`config.mk`:
```
export PLATFORM = sky130hd
export DESIGN_NAME = sprite_fetch_unit
export DESIGN_NICKNAME = d
export VERILOG_FILES = /design/src/rtl/sprite_fetch_unit.sv
export SDC_FILE = /design/constraint.sdc
export NUM_CORES = 1
export LEC_CHECK = 0
export CORE_UTILIZATION = 49
export DETAILED_ROUTE_END_ITERATION = 10
export PLACE_DENSITY = 0.79
export SYNTH_ARGS = -nofsm -noshare
export SYNTH_HDL_FRONTEND = slang
export SYNTH_SLANG_ARGS = --single-unit
```
`constraint.sdc`:
```
create_clock -name Clk -period 5.12 [get_ports Clk]
set_input_delay 1.024 -clock Clk [delete_from_list [all_inputs] [get_ports Clk]]
set_output_delay 1.024 -clock Clk [all_outputs]
set_load 0.02 [all_outputs]
```
`src/rtl/sprite_fetch_unit.sv`:
```
// Sprite ROM address generator and colour qualifier: double-buffered position, 2-edge fixed latency.
// Define SPRITE_BLINK_EN to add a frame-counted blink that hides the sprite on alternate periods.
module sprite_fetch_unit #(
    parameter int          SPRITE_W    = 32,
    parameter int          SPRITE_H    = 32,
    parameter int          DEFAULT_X   = 0,
    parameter int          DEFAULT_Y   = 0,
    parameter logic [23:0] TRANSPARENT = 24'hFFFFFF
`ifdef SPRITE_BLINK_EN
    ,
    parameter int          BLINK_FRAMES = 30
`endif
) (
    input  logic        Clk,
    input  logic        Reset_n,
    input  logic        frame_start,
    input  logic [9:0]  DrawX,
    input  logic [9:0]  DrawY,
    input  logic        enable,
    input  logic        pos_wr,
    input  logic [9:0]  pos_x_in,
    input  logic [9:0]  pos_y_in,
    output logic [18:0] read_address,
    input  logic [23:0] rom_data,
    output logic [23:0] pixel_color,
    output logic        pixel_hit
);

    logic [9:0]  pend_x_q, pend_x_d, pend_y_q, pend_y_d;
    logic [9:0]  cx_q, cx_d, cy_q, cy_d;
    logic [18:0] read_address_q, read_address_d;
    logic        hit1_q, hit1_d, hit2_q, hit2_d;
    logic [23:0] pixel_color_q, pixel_color_d;
    logic        pixel_hit_q, pixel_hit_d;

    logic [10:0] x11, y11, cx11, cy11, right11, bottom11, dx, dy;
    logic        visible;
    logic        in_box;

`ifdef SPRITE_BLINK_EN
    localparam int CW = (BLINK_FRAMES > 1) ? $clog2(BLINK_FRAMES) : 1;
    logic [CW-1:0] blink_cnt_q, blink_cnt_d;
    logic          blink_hidden_q, blink_hidden_d;

    always_comb begin
        blink_cnt_d    = blink_cnt_q;
        blink_hidden_d = blink_hidden_q;
        if (!enable) begin
            blink_cnt_d    = '0;
            blink_hidden_d = 1'b0;
        end else if (frame_start) begin
            if (blink_cnt_q == CW'(BLINK_FRAMES - 1)) begin
                blink_cnt_d    = '0;
                blink_hidden_d = ~blink_hidden_q;
            end else begin
                blink_cnt_d = blink_cnt_q + 1'b1;
            end
        end
    end

    always_ff @(posedge Clk or negedge Reset_n) begin
        if (!Reset_n) begin
            blink_cnt_q    <= '0;
            blink_hidden_q <= 1'b0;
        end else begin
            blink_cnt_q    <= blink_cnt_d;
            blink_hidden_q <= blink_hidden_d;
        end
    end

    assign visible = ~blink_hidden_q;
`else
    assign visible = 1'b1;
`endif

    always_comb begin
        pend_x_d = pend_x_q;
        pend_y_d = pend_y_q;
        cx_d     = cx_q;
        cy_d     = cy_q;
        if (pos_wr) begin
            pend_x_d = pos_x_in;
            pend_y_d = pos_y_in;
        end
        // Committed position only moves at frame start; a same-cycle write bypasses the pending copy.
        if (frame_start) begin
            cx_d = pos_wr ? pos_x_in : pend_x_q;
            cy_d = pos_wr ? pos_y_in : pend_y_q;
        end
    end

    always_comb begin
        x11      = {1'b0, DrawX};
        y11      = {1'b0, DrawY};
        cx11     = {1'b0, cx_q};
        cy11     = {1'b0, cy_q};
        // 11-bit right/bottom edges so a sprite near the screen edge clips instead of wrapping.
        right11  = cx11 + 11'(SPRITE_W);
        bottom11 = cy11 + 11'(SPRITE_H);
        dx       = x11 - cx11;
        dy       = y11 - cy11;
        in_box   = enable && visible &&
                   (x11 >= cx11) && (x11 < right11) &&
                   (y11 >= cy11) && (y11 < bottom11);

        read_address_d = in_box ? (19'(dy) * 19'(SPRITE_W) + 19'(dx)) : 19'd0;
        hit1_d         = in_box;
        hit2_d         = hit1_q;
        pixel_color_d  = hit2_q ? rom_data : 24'd0;
        pixel_hit_d    = hit2_q && (rom_data != TRANSPARENT);
    end

    always_ff @(posedge Clk or negedge Reset_n) begin
        if (!Reset_n) begin
            pend_x_q       <= 10'(DEFAULT_X);
            pend_y_q       <= 10'(DEFAULT_Y);
            cx_q           <= 10'(DEFAULT_X);
            cy_q           <= 10'(DEFAULT_Y);
            read_address_q <= '0;
            hit1_q         <= 1'b0;
            hit2_q         <= 1'b0;
            pixel_color_q  <= '0;
            pixel_hit_q    <= 1'b0;
        end else begin
            pend_x_q       <= pend_x_d;
            pend_y_q       <= pend_y_d;
            cx_q           <= cx_d;
            cy_q           <= cy_d;
            read_address_q <= read_address_d;
            hit1_q         <= hit1_d;
            hit2_q         <= hit2_d;
            pixel_color_q  <= pixel_color_d;
            pixel_hit_q    <= pixel_hit_d;
        end
    end

    assign read_address = read_address_q;
    assign pixel_color  = pixel_color_q;
    assign pixel_hit    = pixel_hit_q;

endmodule

```
Yosys cells after proc, flatten, opt, wreduce, memory -nomap -nowiden
Cells that the tools add are included.
{ "word_totals": {"elab_cells": 28, "in_bits": 69, "output_inout_bits": 44, "register_bits": 84} }
{ "classes": {"add_sub_neg": 5, "magnitude_cmp": 4, "n_reduce_logical": 5, "n_eq_ne": 1, "muxes": 4} }
{ "op_table": {"columns": ["operator", "n"], "rows": [
  ["2-to-1 mux 24 bit", 1],
  ["!= test 24 bit, second input constant", 1],
  ["adder 10 x 6 -> 11 bit, second input constant", 2],
  ["< comparator 10 x 11 -> 1 bit", 2],
  ["subtractor 10 x 10 -> 11 bit", 2],
  [">= comparator 10 bit", 2],
  ["2-to-1 mux 10 bit", 2],
  ["adder 16 x 11 -> 17 bit", 1],
  ["2-to-1 mux 17 bit", 1],
  ["logical AND 1 bit", 5]
]} }

Logic depth before layout (Yosys ltp)
{ "depth": {"word_depth": 6, "mapped_depth": 17, "ltp_nobuf": 17} }

Worst setup path before layout
OpenSTA, ideal clock, no wires.
{ "synth_path": {"path_kind": "input port to flip-flop", "from": "input DrawX[0]", "to": "register read_address_q[14] (netlist: read_address[14])", "setup_time_ns": 0.095, "t_arrival_ns": 4.109, "path_slack_ns": 0.917, "n_path_buf": 0, "stages": 16, "path_cell_list": "inv_1 -> ha_1 -> inv_1 -> fa_1 -> a21o_1 -> a21oi_1 -> nor2b_1 -> o21a_1 -> o41ai_1 -> xnor2_1 -> ha_1 -> o21a_1 -> a2111oi_0 -> nor3_1 -> a21o_1 -> a211oi_1"} }
{ "synth_between": {"elab_chain_cells": 6, "word_cells_on_any_way": 9} }
{ "synth_rtl": {"columns": ["item", "line_no", "rtl"], "rows": [
  ["start: declaration", "17", "input logic [9:0] DrawX,"],
  ["branches (longest 5 deep; another with adder 16 x 11 -> 17 bit)", null, null],
  ["2-to-1 mux 17 bit (*)", "106", "read_address_d = in_box ? (19'(dy) * 19'(SPRITE_W) + 19'(dx)) : 19'd0;"],
  ["net read_address_d[14]", "31", "logic [18:0] read_address_q, read_address_d;"],
  ["end signal: assignment", "129", "read_address_q <= read_address_d;"],
  ["end: declaration", "31", null]
]} }
Mark *: on every way through the listed nets, which the timed path passes.
A chain may end at the register's enable or synchronous reset.

Worst setup path in the final report
Ends and elaborated chain as after synthesis.

==> impl_metrics.py <==
metrics = {
    "sta": {
        "fmax_ghz": 0.219,
        "hold_slack_ps": 347,
        "tns_ps": 0,
        "max_slew_margin_pct": 32.7,
        "setup_viol": 0,
        "post-route-period-util_pct": 89.4,
        "slew_viol_final": 0,
        "tightest_slew_ps": 1010,
        "hold_viol": 0,
        "rsz0062_at_grt": "no",
        "skew_ps": 12.6,
        "period_minus_slack_ps": 4580,
    },
    "synthesis": {
        "avgSynthCellArea_um2": 10.3,
        "synthTopCellsByArea": "dfrtp_1 44%, ha_1 10%, mux2_2 5.2%",
        "yosys_warnings": 0,
        "synth_top_family_by_area": "simple AND/OR/NAND/NOR gates",
        "seq_area_frac_synth_pct": 44.3,
        "syn_inst": 461,
        "synthArstFlopShare_pct": 100,
        "yosysTopAreaCellShare_pct": 44.3,
        "synth-simple-area-share_pct": 16.2,
        "syn-cell-area_um2": 4750,
        "synthAdderAreaFrac_pct": 11.3,
        "synthMuxAreaShare_pct": 5.64,
        "yosys_most_used_dff": "dfrtp_1",
        "synth_common_cells": "84 x dfrtp_1, 38 x ha_1, 31 x nand2_1",
        "synth_most_common_cell": "dfrtp_1",
        "synth-compound-area-share_pct": 15.0,
        "synthXorXnorAreaFrac_pct": 3.50,
        "yosysUniqueCellTypes": 62,
        "synth_edf_count": 0,
        "synth_top_cell_by_area": "dfrtp_1",
        "ys_ff_latch": 84,
    },
    "cts": {
        "postCtsSetupRepairBufs": 0,
        "cts_inserted_buffers": 9,
        "cts_hold_buffers": 0,
        "clock_latency_ps": 350,
        "root_buffer": "clkbuf_8",
        "cts.repair.resized": 0,
        "ctsHtreeMaxLevel": 3,
        "cts_tree": "built",
        "clockBufferDepth": 2,
        "clkSinkCount": 84,
        "clk_pin_slew_ps": 80,
    },
    "die": {
        "dieWidth_um": 100,
        "die-area_um2": 10100,
        "pin_count": 113,
        "core-area_um2": 9330,
        "die_y_um": 100,
        "row_count": 35,
        "initial_core_util_pct": 50.9,
    },
    "drt": {
        "drtPass1Iterations": 4,
        "wire_per_inst_um": 14.6,
        "via_count": 3738,
        "via_per_inst": 5.32,
        "postRouteAntennaNets": 0,
        "drc": 0,
        "wl_um": 10300,
        "first_iter_violations": 144,
    },
    "critical_path": {
        "crit_type": "in2reg",
        "required_ps": 5360,
        "reg2regPathDepth": 15,
        "cp.arrival_ps": 4820,
        "critical_path.max_fanout": 4,
        "start_kind": "primary input",
        "worstReg2RegStart": "cx_q[0]",
        "r2r_slack_ps": 1310,
        "r2r-end": "read_address[14]",
        "cp-end-kind": "flop",
    },
    "layout": {
        "fin_nets": 678,
        "fillerInstances": 738,
        "diodes": 0,
        "area_growth_pct": 29.9,
        "drive_above_1_share_pct": 9.08,
    },
    "placement": {
        "place_congestion": 0.871,
        "hpwl_um": 7890,
        "io_buffers": 110,
    },
    "global_routing": {
        "track_usage_pct": 21.2,
        "grt_overflow": 0,
        "grt_pass1_wl_um": 17100,
        "antenna_found_initial": 0,
        "grt_max_degree": 85,
        "grt_pass1_vias": 3642,
    },
    "min_path": {
        "min_delay_worst_endpoint": "hit2_q",
        "worstHoldStart": "hit1_q",
        "hold_path_depth": 0,
        "hold_class": "reg2reg",
    },
    "pwr": {
        "ir_drop_uv": 173,
        "power.leakage_nw": 2.72,
        "p_clk_share_pct": 26.1,
        "p_sw_mw": 0.666,
        "p_sw_share_pct": 32.7,
        "power_frac_comb_pct": 37.5,
        "p_per_area_nw_per_um2": 330,
        "seq_power_share_pct": 36.4,
        "internal-power_mw": 1.37,
    },
    "job": {
        "maxCapViolCount": 0,
    },
    "status": {
        "status": "complete, no violations",
    },
}
## stage by stage
step | cells | setup WS (ps) | total power [mW] | area [um2] | util, %
2_1_floorplan | 462 | 917 | 1.30 | 4750 | -
6_report | 702 | 543 | 2.04 | 6170 | 66.2
5_1_grt | 702 | 267 | 2.17 | 6170 | 66.2
3_5_place_dp | 686 | 158 | 1.52 | 5940 | 63.7
3_3_place_gp | 686 | 276 | 1.49 | 5940 | 63.7
4_1_cts | 702 | 506 | 2.05 | 6170 | 66.2
## cell usage in the layout (no fill, tap or decap), drive strengths merged, types with 4 or more instances in the layout
cell / Yosys / final
clkdlybuf4s50: 0 / 109
dfrtp: 84 / 84
ha: 38 / 38
o21ai: 33 / 33
nand2: 31 / 31
inv: 28 / 28
and2: 25 / 25
mux2: 22 / 22
nor2: 20 / 20
a21oi: 20 / 20
nor3: 16 / 16
xnor2: 14 / 14
clkbuf: 11 / 13
nand4: 11 / 11
nand3: 10 / 10
a21o: 10 / 10
o21a: 8 / 8
nor2b: 6 / 6
a211oi: 6 / 6
nand2b: 5 / 5
o21bai: 5 / 5
xor2: 5 / 5
nor4: 4 / 4
## state kept, by name, indices dropped and copies added, names as in the netlist
register,flops
pixel_color,24
hit1_q,1
cx_q,10
read_address,17
pend_x_q,10
cy_q,10
pixel_hit,1
pend_y_q,10
hit2_q,1
## critical path: stages
cell and delay [ps]:
clkdlybuf4s50_1 410, inv_1 60, ha_1 200, inv_1 70, fa_1 390, a21o_1 170, a21oi_1 200, nor2b_1 70
o21a_1 180, o41ai_1 420, xnor2_1 130, ha_1 360, o21a_1 130, a2111oi_0 390, nor3_1 170, a21o_1 200
a211oi_1 230
## power groups by stage
stage | Clock (mW) | Combinational [mW] | Sequential, mW
global placement | 0 | 0.737 | 0.754
detailed placement | 0 | 0.763 | 0.755
global route | 0.569 | 0.851 | 0.749
floorplan | 0 | 0.525 | 0.772
finish | 0.532 | 0.765 | 0.742
CTS | 0.544 | 0.767 | 0.743
## logic make-up after synthesis
logic type,after synthesis
simple gates,143
compound gates,104
flops,84
buf+inv,45
fa+ha+maj,41
mux,24
xor+xnor,19
other cells,1
## how the worst max path moves through the flow
| stage | slack [ps] | depth (start not counted) | start | to |
|---|---|---|---|---|
| floorplan | 920 | 16 | DrawX[0] | read_address[14] |
| global placement | 280 | 17 | DrawX[0] | read_address[14] |
| detailed placement | 160 | 17 | DrawX[0] | read_address[14] |
| CTS | 510 | 17 | DrawX[0] | read_address[14] |
| global route | 270 | 17 | DrawX[0] | read_address[14] |
| finish | 540 | 17 | DrawX[0] | read_address[14] |
## final cells by class
class	instances	area [um2]	area share, %
clock inverter	3	68.8	1.12
tap	129	161	2.62
multi-input combinational	333	2460	39.9
clock buffer	13	159	2.58
sequential	84	2100	34.1
timing repair buffer	112	1110	18.0
inverter	28	105	1.70
## per-layer routing
layer | track usage, % | routed length [um] | share of wire [%] | vias up
met2 | 36.9 | 5120 | 50 | 106
met3 | 3.54 | 469 | 4.6 | 11
met1 | 27.5 | 4570 | 44 | 1777
met4 | 5.46 | 110 | 1.1 | 0
li1 | - | - | - | 1844
met5 | 0 | 0 | 0 | -
Power figures use the tool's default switching activity.
